<file path="config.mk">
export PLATFORM = sky130hd
export DESIGN_NAME = vce2_vseq
export DESIGN_NICKNAME = d
export VERILOG_FILES = /design/src/rtl/vce2_pkg.sv /design/src/rtl/vce2_vseq.sv
export SDC_FILE = /design/constraint.sdc
export NUM_CORES = 1
export LEC_CHECK = 0
export BUFFER_PORTS_ARGS = -buffer_cell sky130_fd_sc_hd__buf_2
export CORE_AREA = 2 2 107 109
export CTS_CLUSTER_SIZE = 40
export DETAILED_ROUTE_END_ITERATION = 6
export DIE_AREA = 0 0 109 111
export PLACE_DENSITY = 0.85
export SLEW_MARGIN = 0
export SYNTH_ARGS = -nofsm -noshare
export SYNTH_HDL_FRONTEND = slang
export SYNTH_SLANG_ARGS = --single-unit
</file>
<file path="constraint.sdc">
create_clock -name clk_i -period 1.6 [get_ports clk_i]
set_input_delay 0.16 -clock clk_i [delete_from_list [all_inputs] [get_ports clk_i]]
set_output_delay 0.16 -clock clk_i [all_outputs]
set_load 0.03 [all_outputs]
</file>
<file path="src/rtl/vce2_pkg.sv">
// -----------------------------------------------------------------------------
// vce2_pkg
// Shared definitions for the VCE2 vector engine blocks.
//   vseq_state_e : state encoding of the vector sequencer (vce2_vseq)
//   is_mem_state : true for states that issue a memory request
// -----------------------------------------------------------------------------
package vce2_pkg;

   typedef enum logic [3:0] {
      IDLE,
      SETUP,
      RD_A,
      WAIT_A,
      RD_B,
      WAIT_B,
      EXEC,
      WR,
      DONE
   } vseq_state_e;

   function automatic logic is_mem_state(input vseq_state_e s);
      return (s == RD_A) || (s == RD_B) || (s == WR);
   endfunction

endpackage

</file>
<file path="src/rtl/vce2_vseq.sv">
// -----------------------------------------------------------------------------
// vce2_vseq
// Vector sequencer: for each of vl elements it reads operand A (rs1) and,
// optionally, operand B (rs2) from memory, presents them to an external
// combinational ALU, and writes the result back (rd). Address generation lives
// in an external AGU, steered through get_* selects and incr_o post-increment.
//
// Ports
//   clk_i, rst_ni             clock, asynchronous active-low reset
//   start_i / start_ready_o   operation request / accepted only in IDLE
//   vl_i, two_src_i           element count and rs2-used flag, sampled on accept
//   agu_load_o / agu_ready_i  AGU counter-load pulse / AGU load complete
//   get_rs1_o/get_rs2_o/get_rd_o, incr_o
//                             AGU address select and post-increment
//   mem_req_o, mem_we_o, mem_gnt_i, mem_rvalid_i, mem_rdata_i, mem_wdata_o
//                             memory request/grant and read-response channel
//   op_a_o, op_b_o, op_valid_o, res_i
//                             registered operands, valid strobe, ALU result
//   busy_o, done_o            not-idle flag, one-cycle completion pulse
// -----------------------------------------------------------------------------
module vce2_vseq
   import vce2_pkg::*;
#(
   parameter int unsigned VlWidth   = 8,
   parameter int unsigned DataWidth = 32
) (
   input  logic                 clk_i,
   input  logic                 rst_ni,

   input  logic                 start_i,
   output logic                 start_ready_o,
   input  logic [VlWidth-1:0]   vl_i,
   input  logic                 two_src_i,

   output logic                 agu_load_o,
   input  logic                 agu_ready_i,
   output logic                 get_rs1_o,
   output logic                 get_rs2_o,
   output logic                 get_rd_o,
   output logic                 incr_o,

   output logic                 mem_req_o,
   output logic                 mem_we_o,
   input  logic                 mem_gnt_i,
   input  logic                 mem_rvalid_i,
   input  logic [DataWidth-1:0] mem_rdata_i,
   output logic [DataWidth-1:0] mem_wdata_o,

   output logic [DataWidth-1:0] op_a_o,
   output logic [DataWidth-1:0] op_b_o,
   output logic                 op_valid_o,
   input  logic [DataWidth-1:0] res_i,

   output logic                 busy_o,
   output logic                 done_o
);

   vseq_state_e        state;
   logic [VlWidth-1:0] remaining;
   logic               two_src;
   logic               accept;
   logic               last_elem;

   assign start_ready_o = (state == IDLE);
   assign accept        = start_i && start_ready_o;
   assign agu_load_o    = accept;
   assign busy_o        = (state != IDLE);

   // remaining <= 1 also covers the defensive 0 case so the counter can never
   // wrap when the write of the final element is granted.
   assign last_elem = (remaining <= VlWidth'(1));

   // Request-side controls decode straight from the state register, so they
   // are glitch-free and stay stable for as long as a request waits for grant.
   always_comb begin
      mem_req_o  = 1'b0;
      mem_we_o   = 1'b0;
      get_rs1_o  = 1'b0;
      get_rs2_o  = 1'b0;
      get_rd_o   = 1'b0;
      op_valid_o = 1'b0;
      done_o     = 1'b0;
      unique case (state)
         RD_A: begin
            mem_req_o = 1'b1;
            get_rs1_o = 1'b1;
         end
         RD_B: begin
            mem_req_o = 1'b1;
            get_rs2_o = 1'b1;
         end
         WR: begin
            mem_req_o = 1'b1;
            mem_we_o  = 1'b1;
            get_rd_o  = 1'b1;
         end
         EXEC:    op_valid_o = 1'b1;
         DONE:    done_o     = 1'b1;
         default: ;
      endcase
   end

   assign incr_o = mem_req_o && mem_gnt_i;

   always_ff @(posedge clk_i or negedge rst_ni) begin
      if (!rst_ni) begin
         state       <= IDLE;
         remaining   <= '0;
         two_src     <= 1'b0;
         op_a_o      <= '0;
         op_b_o      <= '0;
         mem_wdata_o <= '0;
      end else begin
         unique case (state)
            IDLE: begin
               if (accept) begin
                  remaining <= vl_i;
                  two_src   <= two_src_i;
                  state     <= SETUP;
               end
            end
            SETUP: begin
               if (agu_ready_i) begin
                  state <= (remaining == '0) ? DONE : RD_A;
               end
            end
            RD_A: begin
               if (mem_gnt_i) state <= WAIT_A;
            end
            WAIT_A: begin
               if (mem_rvalid_i) begin
                  op_a_o <= mem_rdata_i;
                  state  <= two_src ? RD_B : EXEC;
               end
            end
            RD_B: begin
               if (mem_gnt_i) state <= WAIT_B;
            end
            WAIT_B: begin
               if (mem_rvalid_i) begin
                  op_b_o <= mem_rdata_i;
                  state  <= EXEC;
               end
            end
            EXEC: begin
               mem_wdata_o <= res_i;
               state       <= WR;
            end
            WR: begin
               if (mem_gnt_i) begin
                  if (remaining != '0) remaining <= remaining - VlWidth'(1);
                  state <= last_elem ? DONE : RD_A;
               end
            end
            DONE:    state <= IDLE;
            default: state <= IDLE;
         endcase
      end
   end

   // Structural invariants of the request interface.
   always_ff @(posedge clk_i) begin
      if (rst_ni) begin
         assert ($countones({get_rs1_o, get_rs2_o, get_rd_o}) <= 1)
            else $error("vce2_vseq: more than one get_* select active");
         assert (mem_req_o == is_mem_state(state))
            else $error("vce2_vseq: mem_req_o outside a memory state");
      end
   end

endmodule

</file>
==> metrics, run 1 <==
Crit path depth=6; Routed WL=between 10,000 and 15,000 um; Critical Path End Type=output port; CP required=approximately 1.4 ns; Power Total=about 17 mW; Avg Inst Size Synth=14.6 um2; CTS tree=yes; WL/cell=roughly 17 um; Final Critical Period=1.84 ns; Final WS setup=-0.242 ns; share of layout cells above drive strength 1=around 70%; Post-Synthesis Cells=around 310; H-tree depth=3; Syn Nets=395; clk root buf=clkbuf_16; first-pass GRT wire length=roughly 18,000 um; placement row count=39; pre-CTS WS=-0.159 ns; Yosys warnings=0; Pwr Density=~2400 nW/um2; Most common cell on crit path=buf_6; crit path from=state[1]; critical path class=flop to output port; critical path's largest stage delay=~0.42 ns; wl on met1=4510 um; vias per cell=between 5 and 6; Clock Pin Slew Worst Setup and Hold Paths=about 0.07 ns; Peak VDD IR=roughly 1.5 mV; initial drt markers=between 100 and 150; pin count of the biggest net entering global routing=a little over 60; Slew Viols, Final=0; Final GP Congestion=slightly above 0.9; met2 wire len=approximately 6100 um; Cell Area, Placed=about 6000 um2; num ports=roughly 190; die height=between 100 and 150 um; DR pass1 iterations=6; R2R setup slack=-0.24 ns; Post-synth ARST share=100%; number of filler cells placed in the layout=825; RSZ-0062 raised after global routing=yes; Distinct cells, synth=52; failing checks=negative setup slack; dpl hpwl=8040 um; # DRC=0; Max Freq=about 540 MHz; Syn Std Cell Area=between 4000 and 5000 um2; most instantiated cells after synthesis=dfrtp_1 (109), mux2_2 (99), buf_2 (10), nor2_1 (10); top-count cell post-synth=dfrtp_1; Nets=642; post-synthesis sequential area ratio=slightly below 60%; CTS Buffer Depth=2; Synth Flop Type=dfrtp_1; Seq cells post-synth=around 110; grt ovf=0; final hold violation count=0; core area=between 10,000 and 15,000 um2; CP Launch Type=flop; CP endpoint=incr_o; vias in the first global route=3,751; Port Buffers=approximately 190; Max-slew headroom=73.1%; Slowest cell on crit path=dfrtp_1; Slew @ Worst Pin=around 0.4 ns; die area=between 10,000 and 15,000 um2; r2r worst-path depth=5; Cell Chain, Critical Path=buf_6 > buf_6 > nor3_4 > or3_4 > and2_4 > buf_6; Synth top area share=between 50% and 60%; outcome=finished with violations; Area contributors post-synth=dfrtp_1 (60%), mux2_2 (24%), buf_2 (1.1%); reg2reg start=state[0]; Chip Width=109 um; worst-skew pair later-pin latency=about 0.34 ns; HP Class=input port to flop; Setup Viol. Count Final=just over 100; CP Max Fanout=3; Fin Hold WS=roughly 0.045 ns; Top Metal Used=met5; routed via count=3,588; delay-heaviest family, CP=simple AND/OR/NAND/NOR gates; Critical Path AT=approximately 1.7 ns; skew final=just over 0.005 ns; cell area after layout=just under 7000 um2; CTS sink cnt=approximately 110; area leader, netlist=dfrtp_1; Ant. Diodes=0; Reg-to-Reg End=state[1]; Lkg Pwr=roughly 3.4 nW; initial antenna violation count=1; CTS buffer count=9; max-cap viol count=0; WP buf/inv=3; Initial Util=41.3%; Period Utilization, post-route=115%; number of synthesized flops with an enable pin=0; Total Negative Setup Slacks=-8.78 ns; area delta synth->final=49.8%; Final ANT Viol Nets=0; GR Util All Layers=19.3%; Met3 Routed Length=851 um
[where the power goes]
part / internal, mW / total, mW / switching [mW]
registers: 4.17 / 4.91 / 0.748
logic: 4.11 / 9.44 / 5.33
clock network: 1.13 / 2.16 / 1.03
[sequential cells by signal, summed over array words and instances (netlist names)]
signal / count
op_a_o: 32
mem_wdata_o: 32
two_src: 1
op_b_o: 32
state: 4
remaining: 8
[how the worst min path moves through the flow]
stage	cells past startpoint	to	startpoint	slack, ns
2_1_floorplan	0	mem_wdata_o[0]	rst_ni	-0.14
3_3_place_gp	1	mem_wdata_o[2]	rst_ni	0.07
3_5_place_dp	1	mem_wdata_o[2]	rst_ni	0.08
4_1_cts	2	mem_wdata_o[19]	res_i[19]	0.04
5_1_grt	2	mem_wdata_o[12]	res_i[12]	0.04
6_report	2	mem_wdata_o[12]	res_i[12]	0.05
[through the flow]
step           utilization [%]  cells
6_report                  61.8    709
5_1_grt                   61.8    709
4_1_cts                   60.1    699
3_5_place_dp              54.2    666
3_3_place_gp              54.2    666
2_1_floorplan                -    314
[placed cells by master, fill, tap and decap left out, types with 3 or more instances in the layout]
| cell | Yosys | final |
|---|---|---|
| a21oi_1 | 6 | 5 |
| buf_12 | 0 | 6 |
| buf_2 | 10 | 174 |
| buf_4 | 2 | 42 |
| buf_6 | 1 | 21 |
| bufbuf_16 | 0 | 4 |
| clkbuf_16 | 0 | 12 |
| clkinv_4 | 0 | 3 |
| dfrtp_1 | 109 | 107 |
| inv_1 | 5 | 3 |
| mux2_2 | 99 | 99 |
| nand4b_1 | 3 | 3 |
| nor2_1 | 10 | 7 |
| nor3_1 | 6 | 4 |
| o21ai_0 | 5 | 3 |
| o221ai_1 | 4 | 4 |
| o2bb2ai_1 | 4 | 4 |
[routing by layer]
layer,up-vias,track usage [%]
li1,1654,-
met1,1737,21.7
met2,169,34.6
met3,26,4.53
met4,2,7.78
met5,-,0
[logic make-up (layout without fill, tap and decap cells)]
| group | Yosys count | count (layout) | synth area share (%) |
|---|---|---|---|
| flops | 109 | 109 | 59.7 |
| mux | 101 | 101 | 24.9 |
| simple gates | 43 | 43 | 6.00 |
| compound gates | 37 | 37 | 5.89 |
| buf+inv | 21 | 273 | 2.76 |
| fa+ha+maj | 2 | 2 | 0.547 |
| xor+xnor | 1 | 1 | 0.192 |
[worst reg2reg max path: cells and delay by family (launching register included)]
kind            cells  cell delay [ns]
mux                 1             0.30
compound gates      1             0.21
buf+inv             1             0.15
flops               1             0.44
simple gates        2             0.63
[area by class of cell]
class | count | area [um2] | area share [%]
Sequential cell | 109 | 2730 | 39.9
Multi-Input combinational cell | 184 | 1830 | 26.8
Timing Repair Buffer | 252 | 1790 | 26.1
Clock buffer | 10 | 239 | 3.49
Tap cell | 143 | 179 | 2.61
Clock inverter | 6 | 55.1 | 0.804
Inverter | 5 | 23.8 | 0.347
[what timing repair did]
| action | in CTS | in global routing |
|---|---|---|
| hold buffers | 1 | 0 |
| endpoints found under the hold margin | 19 | 0 |
| cloned | 5 | 3 |
| setup buffers | 11 | 8 |
| gates resized for setup | 33 | 16 |
| endpoints found under the setup margin | 118 | 108 |
| pin swaps | 7 | 2 |
Power figures use the tool's default switching activity.
==> run 2: changes to the inputs <==
CORE_AREA = 2 2 127 129   (was 2 2 107 109)
DIE_AREA = 0 0 129 131   (was 0 0 109 111)
PLACE_DENSITY = 0.66   (was 0.85)
==> run 2 against run 1 <==
  * Register-to-register slack improved by 0.02 ns
  * First-iteration DRC count fell by 34%
  * Fmax decreased by 1.1%
  * Critical endpoint unchanged
  * Total power increased by 0.46%
  * Setup slack got worse by 0.021 ns
  * Sequential share of layout area down 0.39 points
  * Highest routed layer unchanged
  * Combinational power up 1%
  * Non-clock buffer count fell by 7
  * Cell count up 9.3%
  * Worst hold slack got worse by 0.0092 ns
  * Count of clock-buffer cells in the layout is the same
  * Utilization fell by 17 points
  * Largest cell class unchanged
  * The run still ends with negative setup slack left
==> metrics, run 2 (synthesis results as in run 1) <==
Comb power frac=57.4%; RSZ-0062 raised after global routing=yes; Clk pwr share=13.2%; CP endpoint=incr_o; Initial Util=between 20% and 30%; CTS Buffer Depth=2; CTS sink cnt=109; most frequent cells in the layout=buf_2 (173), dfrtp_1 (108), mux2_2 (99); clk root buf=clkbuf_16; cell area after layout=a little under 7000 um2; vias in the first global route=approximately 3,600; Final ANT Viol Nets=0; Multi-input gate area=around 2000 um2; grt ovf=0; Port Buffers=approximately 190; Chip Width=129 um; Cell Area, Placed=between 6000 and 7000 um2; # DRC=0; CP required=roughly 1.4 ns; commonest non-fill, non-tap cell in the layout=buf_2; initial drt markers=roughly 90; Final GP Congestion=a little over 0.8; DR pass1 iterations=6; Pwr Density=2400 nW/um2; HP Class=input port to flop; final hold violation count=0; Slew @ Worst Pin=approximately 0.60 ns; Lkg Pwr=~3.3 nW; CP Max Fanout=4; worst-skew pair later-pin latency=around 0.35 ns; Sequential cell area=approximately 2700 um2; internal power=approximately 9.3 mW; num ports=between 150 and 200; Routed WL=approximately 12,000 um; dpl hpwl=~7900 um; CTS buffer count=9; r2r worst-path depth=6; GR Util All Layers=between 10% and 20%; Period Utilization, post-route=116%; critical path class=flop to output port; Max Freq=537 MHz; CTS tree=yes; share of layout cells above drive strength 1=roughly 72%; routed via count=3,545; Regs by FF count=mem_wdata_o: 32 flops, op_a_o: 32 flops, op_b_o: 32 flops; CP Launch Type=flop; Final Critical Period=1.86 ns; Nets=approximately 640; Final WS setup=-0.263 ns; Max-slew headroom=approximately 60%; vias per cell=approximately 4.6; die height=approximately 130 um; Peak VDD IR=~0.95 mV; max-cap viol count=0; Sw Ratio=about 44%; skew final=0.0120 ns; die area=about 17,000 um2; Sw Pwr=7.25 mW; initial antenna violation count=1; Ant. Diodes=0; outcome=finished with violations; failing checks=negative setup slack; crit path from=state[0]; Seq pwr share=29.3%; hold path depth=2; core area=15,600 um2; H-tree depth=3; pre-CTS WS=-0.108 ns; Critical Path AT=between 1.5 and 2 ns; Setup Viol. Count Final=86; final core occ=between 40 and 50%; first-pass GRT wire length=~17,000 um; Reg-to-Reg End=remaining[6]; WL/cell=roughly 16 um; R2R setup slack=-0.22 ns; placement row count=46; Slew Viols, Final=0; pin count of the biggest net entering global routing=between 100 and 150; Critical Path End Type=output port; number of filler cells placed in the layout=about 1,400; area delta synth->final=51.2%; reg2reg start=state[2]; Clock Pin Slew Worst Setup and Hold Paths=approximately 0.080 ns
## run 2: power groups by stage
stage          Combinational, mW  Sequential [mW]  Clock (mW)
6_report                    9.53             4.87        2.19
5_1_grt                     10.1             5.05        2.40
4_1_cts                     9.25             4.87        2.29
3_5_place_dp                8.50             4.92           0
3_3_place_gp                8.36             4.84           0
2_1_floorplan               3.26             7.42           0
## run 2: final cells by class
class                      count  area share, %
sequential                   109           39.5
tap                          216           3.91
clock buffer                  10           3.46
timing repair buffer         245           23.7
multi-input combinational    184           28.3
clock inverter                 6          0.742
inverter                       5          0.380
## run 2: repair_timing
item,CTS,global route
hold endpoints to repair,109,0
setup endpoints to repair,54,119
hold buffers,1,0
pin swaps,13,5
gates resized for setup,58,14
buffers inserted,11,4
gates cloned,0,6
## run 2: critical path, cell delays in order, from the launching register on
cell	delay, ns
dfrtp_2	0.44
nand4b_1	0.11
buf_4	0.14
clkinv_4	0.05
or3_4	0.33
and2_4	0.15
buf_6	0.13
## run 2: layer usage
layer  vias to the layer above  wire length, um  global-route usage (%)
met2                       166             5960                    22.3
met3                        19              972                    4.23
met4                         2              220                    6.14
li1                       1632                -                       -
met5                         -               16                       0
met1                      1726             4980                    15.3
## run 2: worst min-delay path by stage
| stage | startpoint | end | slack [ns] |
|---|---|---|---|
| 2_1_floorplan | rst_ni | mem_wdata_o[0] | -0.14 |
| 6_report | res_i[23] | mem_wdata_o[23] | 0.04 |
| 3_5_place_dp | rst_ni | mem_wdata_o[29] | 0.28 |
| 3_3_place_gp | rst_ni | mem_wdata_o[29] | 0.27 |
| 5_1_grt | res_i[23] | mem_wdata_o[23] | 0.02 |
| 4_1_cts | res_i[23] | mem_wdata_o[23] | 0.02 |
## run 2: stage by stage
| stage | cells | total power [mW] | setup TNS [ns] | hold slack, ns |
|---|---|---|---|---|
| 2_1_floorplan | 314 | 10.7 | -0.475 | -0.136 |
| 3_3_place_gp | 738 | 13.2 | -0.471 | 0.269 |
| 3_5_place_dp | 738 | 13.4 | -2.02 | 0.281 |
| 4_1_cts | 766 | 16.4 | -4.87 | 0.0183 |
| 5_1_grt | 775 | 17.6 | -14.49 | 0.0232 |
| 6_report | 775 | 16.6 | -9.34 | 0.0360 |
==> run 3: changes to the inputs <==
==> constraint.sdc (replaced) <==
create_clock -name clk_i -period 1.6 [get_ports clk_i]
set_input_delay 0.32 -clock clk_i [delete_from_list [all_inputs] [get_ports clk_i]]
set_output_delay 0.32 -clock clk_i [all_outputs]
set_load 0.03 [all_outputs]
==> run 3 against run 2 <==
  * Via count grew 3.6%
  * Non-clock buffer count grew 26
  * Flip-flop and latch count is the same
  * The run still ends with negative setup slack left
  * Clock power grew 7%
  * Wire length grew 8.8%
  * Setup slack lost 0.11 ns
  * Sequential share of layout area shrank 2.8 points
  * Largest cell class unchanged
  * Count of clock-buffer cells in the layout grew 1
  * Cell count grew 3.4%
  * Design area grew 7.7%
  * Combinational power grew 12%
  * First-iteration DRC count grew 20%
  * Critical endpoint unchanged
==> metrics, run 3 (synthesis results as in run 1) <==
outcome=finished with violations; failing checks=negative setup slack; Setup Viol. Count Final=roughly 100; CTS sink cnt=109; Comb power frac=59.5%; Critical Path End Type=output port; CP Max Fanout=5; Sw Pwr=between 7 and 8 mW; share of layout cells above drive strength 1=around 74%; Fin Hold WS=between 0.2 and 0.25 ns; Ant. Diodes=0; Port Buffers=around 190; Final GP Congestion=about 0.9; CP Launch Type=flop; Multi-input gate area=approximately 2100 um2; Lkg Pwr=3.63 nW; WL/cell=~17 um; pin count of the biggest net entering global routing=48; number of filler cells placed in the layout=between 1,000 and 1,500; Slew @ Worst Pin=0.404 ns; most frequent cells in the layout=buf_2 (174), dfrtp_1 (106), mux2_2 (58); CTS Buffer Depth=2; Max Freq=around 510 MHz; routed via count=3,673; die height=131 um; Regs by FF count=mem_wdata_o: 32 flops, op_a_o: 32 flops, op_b_o: 32 flops; Peak VDD IR=roughly 0.93 mV; CP required=between 1 and 1.5 ns; Final WS setup=-0.370 ns; Clock Pin Slew Worst Setup and Hold Paths=0.08 ns; initial drt markers=between 100 and 150; initial antenna violation count=0; grt ovf=0; Chip Width=around 130 um; area delta synth->final=62.9%; Nets=about 660; RSZ-0062 raised after global routing=yes; Initial Util=29.3%; first-pass GRT wire length=~20,000 um; Final ANT Viol Nets=0; CTS tree=yes; skew final=0.0101 ns; core area=~16,000 um2; Pwr Density=2420 nW/um2; Sw Ratio=between 40% and 50%; Power Total=around 18 mW; HP Class=input port to flop; final core occ=about 48%; critical path class=flop to output port; worst-skew pair later-pin latency=~0.35 ns; Clk pwr share=about an eighth; Slew Viols, Final=0; final hold violation count=0; vias per cell=about 4.6; H-tree depth=3; pre-CTS WS=-0.208 ns; DR pass1 iterations=4; vias in the first global route=about 3,800; Max-slew headroom=between 70% and 80%; dpl hpwl=8410 um; # DRC=0; Routed WL=13,200 um; die area=16,900 um2; max-cap viol count=0; clk root buf=clkbuf_16; commonest non-fill, non-tap cell in the layout=buf_2; Final Critical Period=just under 2 ns; R2R setup slack=-0.31 ns; Seq pwr share=between 20% and 30%; Period Utilization, post-route=123%; Total Negative Setup Slacks=-20.87 ns; GR Util All Layers=15.2%; CTS buffer count=9; internal power=~10 mW; Critical Path AT=between 1.5 and 2 ns; Sequential cell area=between 2000 and 3000 um2; num ports=about 190; placement row count=46
-- run 3: cell count changes in the layout (fill, tap and decap cells not counted), sizes merged --
cell	before	now
bufbuf	0	1
inv	8	6
clkbuf	14	13
clkinvlp	1	0
buf	240	267
bufinv	0	1
clkinv	2	3
-- run 3: final cells by class --
type / count / area share (%)
clock buffer: 11 / 3.39
sequential: 109 / 36.7
timing repair buffer: 271 / 26.8
clock inverter: 5 / 0.773
tap: 216 / 3.63
inverter: 5 / 0.319
multi-input combinational: 184 / 28.4
-- run 3: worst paths after layout --
path,start,end,depth (start not counted)
max,state[1],incr_o,5
min,res_i[5],mem_wdata_o[5],2
max reg2reg,state[2],op_a_o[23],9
min reg2reg,op_b_o[25],op_b_o[25],1
max in group asynchronous,rst_ni,state[2],3
min in group asynchronous,rst_ni,op_b_o[27],2
-- run 3: critical path: stages (launching register included) --
cell and delay (ns):
dfrtp_2 0.46, nand4b_1 0.19, inv_4 0.05, or3_4 0.32, and2_4 0.15, buf_6 0.13
-- run 3: stage by stage --
stage | instance area, um2 | instances
finish | 7440 | 801
CTS | 7200 | 797
global route | 7440 | 801
floorplan | 4640 | 314
detailed placement | 6140 | 748
global placement | 6140 | 748
-- run 3: power by group through the flow --
stage | Sequential (mW) | Combinational [mW] | Clock [mW]
2_1_floorplan | 7.42 | 3.24 | 0
3_3_place_gp | 4.89 | 8.41 | 0
3_5_place_dp | 4.98 | 8.56 | 0
4_1_cts | 4.94 | 10.0 | 2.41
5_1_grt | 5.15 | 11.3 | 2.53
6_report | 4.97 | 10.7 | 2.34
-- run 3: metal layers --
metal,wire [um],up-vias,GRT usage (%)
li1,-,1688,-
met1,5680,1840,18.9
met2,6700,131,26.3
met3,686,14,3.54
met4,153,0,4.60
met5,0,-,0
-- run 3: repair_timing --
item	CTS	global route
pin swaps	11	5
gates cloned	7	2
hold buffers	1	0
gates resized for setup	88	52
setup endpoints to repair	119	119
buffers inserted	26	7
hold endpoints to repair	18	0
